==> config.mk <==
export PLATFORM = sky130hd
export DESIGN_NAME = muldiv_seq_unit
export DESIGN_NICKNAME = d
export VERILOG_FILES = /design/src/rtl/muldiv_seq_unit.sv
export SDC_FILE = /design/constraint.sdc
export NUM_CORES = 1
export LEC_CHECK = 0
export BUFFER_PORTS_ARGS = -buffer_cell sky130_fd_sc_hd__buf_2
export CORE_MARGIN = 3
export CORE_UTILIZATION = 25
export DETAILED_ROUTE_END_ITERATION = 6
export PLACE_DENSITY = 0.48
export SLEW_MARGIN = 20
export SYNTH_ARGS = -nofsm -noshare
export SYNTH_HDL_FRONTEND = slang
export SYNTH_SLANG_ARGS = --single-unit
==> constraint.sdc <==
create_clock -name clk -period 5.1 [get_ports clk]
set_input_delay 0.255 -clock clk [delete_from_list [all_inputs] [get_ports clk]]
set_output_delay 0.255 -clock clk [all_outputs]
set_load 0.05 [all_outputs]
==> src/rtl/muldiv_seq_unit.sv <==
// Sequential multiply/divide unit with a fixed latency of WIDTH+2 cycles.
// It implements signed and unsigned multiply (full 2W product) and signed and
// unsigned divide (2W dividend, W divisor). Shift-add is used for multiply and
// restoring shift-subtract for divide, on one shared accumulator.
module muldiv_seq_unit #(
    parameter int unsigned WIDTH        = 32,
    parameter int unsigned OVERFLOW_BIT = 3
) (
    input  logic                 clk,
    input  logic                 reset,
    input  logic                 en,
    input  logic [1:0]           op,
    input  logic [2*WIDTH-1:0]   A_in,
    input  logic [WIDTH-1:0]     B_in,
    output logic                 busy,
    output logic                 done,
    output logic [WIDTH-1:0]     res_lo,
    output logic [WIDTH-1:0]     res_hi,
    output logic [3:0]           flag
);

    localparam int unsigned      CW      = (WIDTH > 1) ? $clog2(WIDTH) : 1;
    localparam logic [CW-1:0]    LAST    = CW'(WIDTH - 1);
    localparam logic [WIDTH-1:0] ONE_W   = WIDTH'(1);
    localparam logic [2*WIDTH-1:0] ONE_D = (2*WIDTH)'(1);
    localparam logic [WIDTH-1:0] MIN_MAG = {1'b1, {(WIDTH-1){1'b0}}};

    typedef enum logic [2:0] {
        IDLE,
        PREP,
        CALC,
        FIX,
        DONE
    } state_t;

    state_t                 state;
    logic [CW-1:0]          cnt;
    logic [1:0]             op_r;
    logic [2*WIDTH-1:0]     a_r;
    logic [WIDTH-1:0]       b_r;
    logic [WIDTH-1:0]       mcand;
    logic [2*WIDTH-1:0]     acc;
    logic                   neg_q;
    logic                   neg_r;
    logic                   err;
    logic                   dz;

    function automatic logic [WIDTH-1:0] neg_w(input logic [WIDTH-1:0] x);
        return ~x + ONE_W;
    endfunction

    function automatic logic [2*WIDTH-1:0] neg_d(input logic [2*WIDTH-1:0] x);
        return ~x + ONE_D;
    endfunction

    // Operand decode for PREP: magnitudes, result signs and early error checks
    logic                   sgn;
    logic                   is_div;
    logic                   a_lo_neg;
    logic                   a_hi_neg;
    logic                   b_neg;
    logic [WIDTH-1:0]       mul_a_mag;
    logic [2*WIDTH-1:0]     div_a_mag;
    logic [WIDTH-1:0]       b_mag;
    logic                   div_zero;
    logic                   div_ovf;

    always_comb begin
        sgn       = ~op_r[0];
        is_div    = op_r[1];
        a_lo_neg  = sgn & a_r[WIDTH-1];
        a_hi_neg  = sgn & a_r[2*WIDTH-1];
        b_neg     = sgn & b_r[WIDTH-1];
        mul_a_mag = a_lo_neg ? neg_w(a_r[WIDTH-1:0]) : a_r[WIDTH-1:0];
        div_a_mag = a_hi_neg ? neg_d(a_r) : a_r;
        b_mag     = b_neg ? neg_w(b_r) : b_r;
        div_zero  = (b_r == '0);
        // A magnitude quotient >= 2^W cannot be held in W bits
        div_ovf   = (div_a_mag[2*WIDTH-1:WIDTH] >= b_mag);
    end

    // One iteration of shift-add (multiply) or restoring shift-subtract (divide)
    logic [WIDTH:0]         mul_sum;
    logic [WIDTH:0]         div_shift;
    logic                   div_ge;
    logic [WIDTH-1:0]       div_diff;
    logic [2*WIDTH-1:0]     calc_next;

    always_comb begin
        mul_sum   = {1'b0, acc[2*WIDTH-1:WIDTH]} + (acc[0] ? {1'b0, mcand} : '0);
        div_shift = {acc[2*WIDTH-1:WIDTH], acc[WIDTH-1]};
        div_ge    = (div_shift >= {1'b0, mcand});
        div_diff  = div_shift[WIDTH-1:0] - mcand;
        if (is_div) begin
            calc_next = {(div_ge ? div_diff : div_shift[WIDTH-1:0]),
                         acc[WIDTH-2:0], div_ge};
        end else begin
            calc_next = {mul_sum, acc[WIDTH-1:1]};
        end
    end

    // Final sign application, signed range check and flag assembly for FIX
    logic [2*WIDTH-1:0]     prod;
    logic [WIDTH-1:0]       q_mag;
    logic [WIDTH-1:0]       r_mag;
    logic [WIDTH-1:0]       q_val;
    logic [WIDTH-1:0]       r_val;
    logic                   range_ovf;
    logic [WIDTH-1:0]       fix_lo;
    logic [WIDTH-1:0]       fix_hi;
    logic [3:0]             fix_flag;

    always_comb begin
        prod      = neg_q ? neg_d(acc) : acc;
        q_mag     = acc[WIDTH-1:0];
        r_mag     = acc[2*WIDTH-1:WIDTH];
        q_val     = neg_q ? neg_w(q_mag) : q_mag;
        r_val     = neg_r ? neg_w(r_mag) : r_mag;
        // A negative quotient may reach -2^(W-1); a positive one must stay below 2^(W-1)
        range_ovf = sgn & (neg_q ? (q_mag > MIN_MAG) : q_mag[WIDTH-1]);
        fix_lo    = '0;
        fix_hi    = '0;
        fix_flag  = '0;
        if (!is_div) begin
            fix_lo      = prod[WIDTH-1:0];
            fix_hi      = prod[2*WIDTH-1:WIDTH];
            fix_flag[1] = (prod == '0);
            fix_flag[0] = sgn & prod[2*WIDTH-1];
        end else if (err || range_ovf) begin
            fix_flag[OVERFLOW_BIT] = 1'b1;
            fix_flag[2]            = dz;
        end else begin
            fix_lo      = q_val;
            fix_hi      = r_val;
            fix_flag[1] = (q_val == '0);
            fix_flag[0] = sgn & q_val[WIDTH-1];
        end
    end

    // Control FSM with registered handshake, datapath and result registers
    always_ff @(posedge clk) begin
        if (reset) begin
            state  <= IDLE;
            cnt    <= '0;
            op_r   <= '0;
            a_r    <= '0;
            b_r    <= '0;
            mcand  <= '0;
            acc    <= '0;
            neg_q  <= 1'b0;
            neg_r  <= 1'b0;
            err    <= 1'b0;
            dz     <= 1'b0;
            busy   <= 1'b0;
            done   <= 1'b0;
            res_lo <= '0;
            res_hi <= '0;
            flag   <= '0;
        end else begin
            case (state)
                IDLE, DONE: begin
                    if (en) begin
                        op_r  <= op;
                        a_r   <= A_in;
                        b_r   <= B_in;
                        busy  <= 1'b1;
                        done  <= 1'b0;
                        state <= PREP;
                    end
                end
                PREP: begin
                    cnt <= '0;
                    if (is_div) begin
                        mcand <= b_mag;
                        acc   <= div_a_mag;
                        neg_q <= a_hi_neg ^ b_neg;
                        neg_r <= a_hi_neg;
                        err   <= div_zero | div_ovf;
                        dz    <= div_zero;
                    end else begin
                        mcand <= mul_a_mag;
                        acc   <= {{WIDTH{1'b0}}, b_mag};
                        neg_q <= a_lo_neg ^ b_neg;
                        neg_r <= 1'b0;
                        err   <= 1'b0;
                        dz    <= 1'b0;
                    end
                    state <= CALC;
                end
                CALC: begin
                    acc <= calc_next;
                    cnt <= cnt + CW'(1);
                    if (cnt == LAST) begin
                        state <= FIX;
                    end
                end
                FIX: begin
                    res_lo <= fix_lo;
                    res_hi <= fix_hi;
                    flag   <= fix_flag;
                    busy   <= 1'b0;
                    done   <= 1'b1;
                    state  <= DONE;
                end
                default: begin
                    state <= IDLE;
                end
            endcase
        end
    end

endmodule

Word level (Yosys, flattened, before mapping) --
Cells that the tools add are included.
Word-level totals: register bits after elaboration 276, bits of input ports 101, output and inout bits 70, word-level logic and storage cells 95
Cells by class: $add $sub $neg 9, magnitude comparators 3, equal/unequal tests 7, mux-type cells 33, bitwise gates (word level) 16, reductions and logical operators 11
Operators by type and width (number):
- $mux W32 | 11
- $mux W64 | 4
- $add A32 B1 Y32 const B | 4
- $add A64 B1 Y64 const B | 2
- $not A32 Y32 | 4
- $not A64 Y64 | 2
- $pmux W64 S2 | 1
- $logic_not A32 Y1 | 2
- $logic_not A64 Y1 | 1
- $add A32 B32 Y33 | 1
- $ge A33 B32 Y1 | 1
- $ge A32 B32 Y1 | 1
- $gt A32 B32 Y1 const B | 1
- $sub A32 B32 Y32 | 1
- $pmux W3 S4 | 1
- $pmux W5 S2 | 1
- $mux W2 | 4
- $mux W1 | 7
- $and A1 B1 Y1 | 6
- $eq A3 B2 Y1 const B | 2
- $mux W3 | 2
- $reduce_and A2 Y1 | 3
- $add A5 B1 Y5 const B | 1
- $eq A5 B5 Y1 const B | 1
- 11 further kinds | 15

Depth between registers and ports, before layout --
word-level depth 6, gate-level depth with buffers 19, mapped depth without buffers 18

Worst setup path before layout --
OpenSTA, ideal clock, no wires.
path kind reg-to-reg, start point reg a_r[26], end point reg err, library setup time 0.139 ns, arrival 3.850 ns, data required time 4.961 ns, setup slack 1.111 ns, stages on the path, launching flop included 17, buffers on the path 1, period minus slack after synthesis 3.989 ns, cells stage by stage dfxtp_1 -> clkbuf_1 -> or4_1 -> or3_1 -> nor3_1 -> nand2_1 -> o31ai_1 -> xnor2_1 -> ha_1 -> a21o_1 -> a21o_1 -> a21o_1 -> a21o_1 -> a21oi_1 -> nor2b_1 -> a2111oi_0 -> a211oi_1
On the way: longest elaborated chain between the ends 6
Ends and longest elaborated chain:
- start: declaration | line 39 | logic [2*WIDTH-1:0] a_r;
- start signal: assignment | line 164 | a_r <= A_in;
- $not A64 Y64 | line 53 | return ~x + ONE_D;
- $add A64 B1 Y64 | line 53
- $mux W64 | line 75 | div_a_mag = a_hi_neg ? neg_d(a_r) : a_r;
- $ge A32 B32 Y1 | line 79 | div_ovf = (div_a_mag[2*WIDTH-1:WIDTH] >= b_mag);
- $or A1 B1 Y1 | line 178 | err <= div_zero | div_ovf;
- $mux W1 | line 173 | if (is_div) begin
- end signal: assignment | line 178
- end: declaration | line 45 | logic err;
Every way passes these cells. A chain may end at the register's enable or synchronous reset.

Final worst setup path --
Ends and elaborated chain as after synthesis.

==> flow_summary.toml <==
[logic_synthesis]
async_flop_share_pct = 0
syn_nets = 3204
netlist_instances = 2999
ys_warn_count = 0
ys_seq_area_share_pct = 25.8
synth_cell_types = 79
syn_area_um2 = 21400
avgSynthCellArea_um2 = 7.15
synth_seq_cells = 276
synth_top_flop_cell = "dfxtp_1"
synth_edf_count = 0

[drt]
drt_iter0_drc = 2413
via_per_inst = 5.30
vias = 22800
wire_per_inst_um = 21.6
totalWireLength_um = 92800
first_pass_iters = 6
route.detailed.drc = 0
ant_nets = 0

[power_and_ir_drop]
seqPwrFrac_pct = 31.7
total_power_w = 0.00790
powerDensity_nw_per_um2 = 309
p_sw_w = 0.00312
p_leak_nw = 9.88
switching_share_pct = 39.5
combPwrFrac_pct = 35.4
vdd_ir_drop_max_v = 0.000213
power.internal_w = 0.00478
clockPowerShare_pct = 32.9

[sta]
skew_ps = 33.6
hold_ws_ps = 5.89
slew_violations = 0
fin_setup_tns_ps = 0
finalSetupViolations = 0
rsz0062_at_grt = "false"
max_freq_ghz = 0.222
min_period_ps = 4500
hold_viol = 0
worstMarginPinSlew_ps = 1120
finalCritPeriodShare_pct = 88.2
slew_headroom_pct = 23.5

[worst_hold_path]
hp-class = "in2reg"
hold_depth = 3
holdCritStartpoint = "A_in[44]"
holdPathEnd = "a_r[44]"

[clocking]
tritoncts = "yes"
h-tree-depth = 2
ctsResizeCount = 0
cts_hold_buffers = 97
path_clk_slew_ps = 70
cts_made_buffers = 35
cts.sinks = 276
insertion_delay_ps = 570
cts_setup_buffers = 0
cts_buffer_depth = 3
root_buffer = "clkbuf_16"

[placed_design]
portBuffers = 170
dp.cells = 4133
dp.final_hpwl_um = 70800
gp_congestion = 0.958

[final_layout]
drive_gt1_share_pct = 11.0
final_nets = 3338
fin_cells = 4293
antennaDiodeCount = 0
nFillCells = 9365
synthToLayoutAreaGrowth_pct = 19.1

[worst_setup_path]
endpoint_kind = "flop"
crit_required_ps = 5510
r2r_start = "a_r[26]"
start_kind = "flop"
critical_path_peak_fanout = 9
r2r_slack_ps = 600
crit_type = "reg2reg"
cp.arrival_ps = 4910
reg2reg_to = "err"
rr_worst_depth = 15

[floorplan]
die_area_um2 = 89300
dieWidth_um = 299
initial_utilization_pct = 25.4
pin_count = 171
core_um2 = 84400
rows = 106
die_y_um = 299

[global_routing]
antenna_found_initial = 4
grt_usage_pct = 19.9
grt_pass1_wl_um = 139000
grt_max_degree = 117
grt_overflow = 0
grt_pass1_vias = 21200

[run_status]
status = "complete, no violations"

[flow_run]
maxCapViolCount = 0
-- cell families after synthesis --
kind of cell               count (synthesis)  synth area share, %
AOI/OAI and AO/OA                        911                 27.0
DFF                                      276                 25.8
adders and majority gates                104                 6.14
muxes                                     32                 1.52
buffers and inverters                    316                 5.57
and+or+nand+nor                         1104                 23.6
xor gates and xnor gates                 256                 10.5
-- state kept, by name, summed over array words and instances, names as in the netlist --
name	count
res_lo	32
dz	1
cnt	5
b_r	32
neg_q	1
mcand	32
neg_r	1
op_r	2
acc	64
flag	4
busy	1
state	3
res_hi	32
a_r	64
err	1
done	1
-- per-stage QoR --
| step | instance area, µm² | utilization, % | worst slack [ps] |
|---|---|---|---|
| 3_3_place_gp | 23400 | 27.7 | 752 |
| 5_1_grt | 25500 | 30.3 | 371 |
| 3_5_place_dp | 23400 | 27.7 | 644 |
| 4_1_cts | 25500 | 30.3 | 642 |
| 6_report | 25500 | 30.3 | 600 |
| 2_1_floorplan | 21400 | - | 1110 |
-- layout by cell type (no fill, tap or decap), types with 21 or more instances in the layout --
cell type	netlist	final
xnor2_1	130	130
nand2_1	412	411
nand4_1	34	34
a21oi_1	330	330
xor2_1	126	126
a21o_1	48	48
o211ai_1	44	44
buf_4	0	74
a211oi_1	66	66
clkbuf_16	0	36
or3_1	31	31
nor3_1	103	103
o31ai_1	44	44
dlygate4sd3_1	0	97
o21ai_0	154	153
inv_1	71	70
mux2i_1	28	28
a22oi_1	21	21
buf_2	1	169
ha_1	102	102
nand2b_1	22	22
nor4_1	26	26
nor2_1	299	297
nand3_1	61	61
o21a_1	21	21
dfxtp_1	276	274
a31oi_1	22	21
-- worst max-delay path, stage by stage (launching register included) --
cell and delay, ps:
dfxtp_1 390, or4_1 630, or3_1 390, nor3_1 550, nand2_1 230, o31ai_1 350
xnor2_1 220, ha_1 300, a21o_1 160, a21o_1 180, a21o_1 170, a21o_1 170
a21oi_1 140, nor2b_1 60, a2111oi_0 300, a211oi_1 120
-- cell usage after synthesis, types with 48 or more instances --
master	instances	area [µm²]
a211oi_1	66	495
a21o_1	48	360
a21oi_1	330	1650
clkbuf_1	223	837
dfxtp_1	276	5530
ha_1	102	1280
inv_1	71	267
nand2_1	412	1550
nand3_1	61	305
nor2_1	299	1120
nor3_1	103	515
o21ai_0	154	771
xnor2_1	130	1140
xor2_1	126	1100
-- power by group through the flow --
stage	logic, W	registers [W]	clock network (W)
floorplan	0.00187	0.00243	0
global route	0.00302	0.00252	0.00275
finish	0.00280	0.00250	0.00260
CTS	0.00275	0.00250	0.00266
global placement	0.00269	0.00254	0
detailed placement	0.00267	0.00255	0
-- worst max path at each step --
stage / from / end / slack, ps / cells after the start
after CTS: a_r[26] / err / 640 / 15
final: a_r[26] / err / 600 / 15
after floorplan: a_r[26] / err / 1110 / 16
after detailed placement: a_r[26] / err / 640 / 15
after global routing: a_r[26] / err / 370 / 15
after global placement: a_r[26] / err / 750 / 15
-- routing by layer --
layer	up-vias	track usage [%]	wire [µm]
li1	11000	-	-
met1	10800	29.1	44000
met2	809	31.3	41000
met3	112	2.46	5910
met4	2	4.00	1890
met5	-	0	13
-- area by class of cell --
cell class              count  area [µm²]  area share (%)
inverters                  72         270            1.06
repair buffers            341        2390            9.35
clock buffers              47         972            3.81
multi-input cells        2407       14800            57.8
well taps                1134        1420            5.56
flip-flops and latches    276        5530            21.7
clock inverters            16         185           0.725
Power figures use the tool's default switching activity.
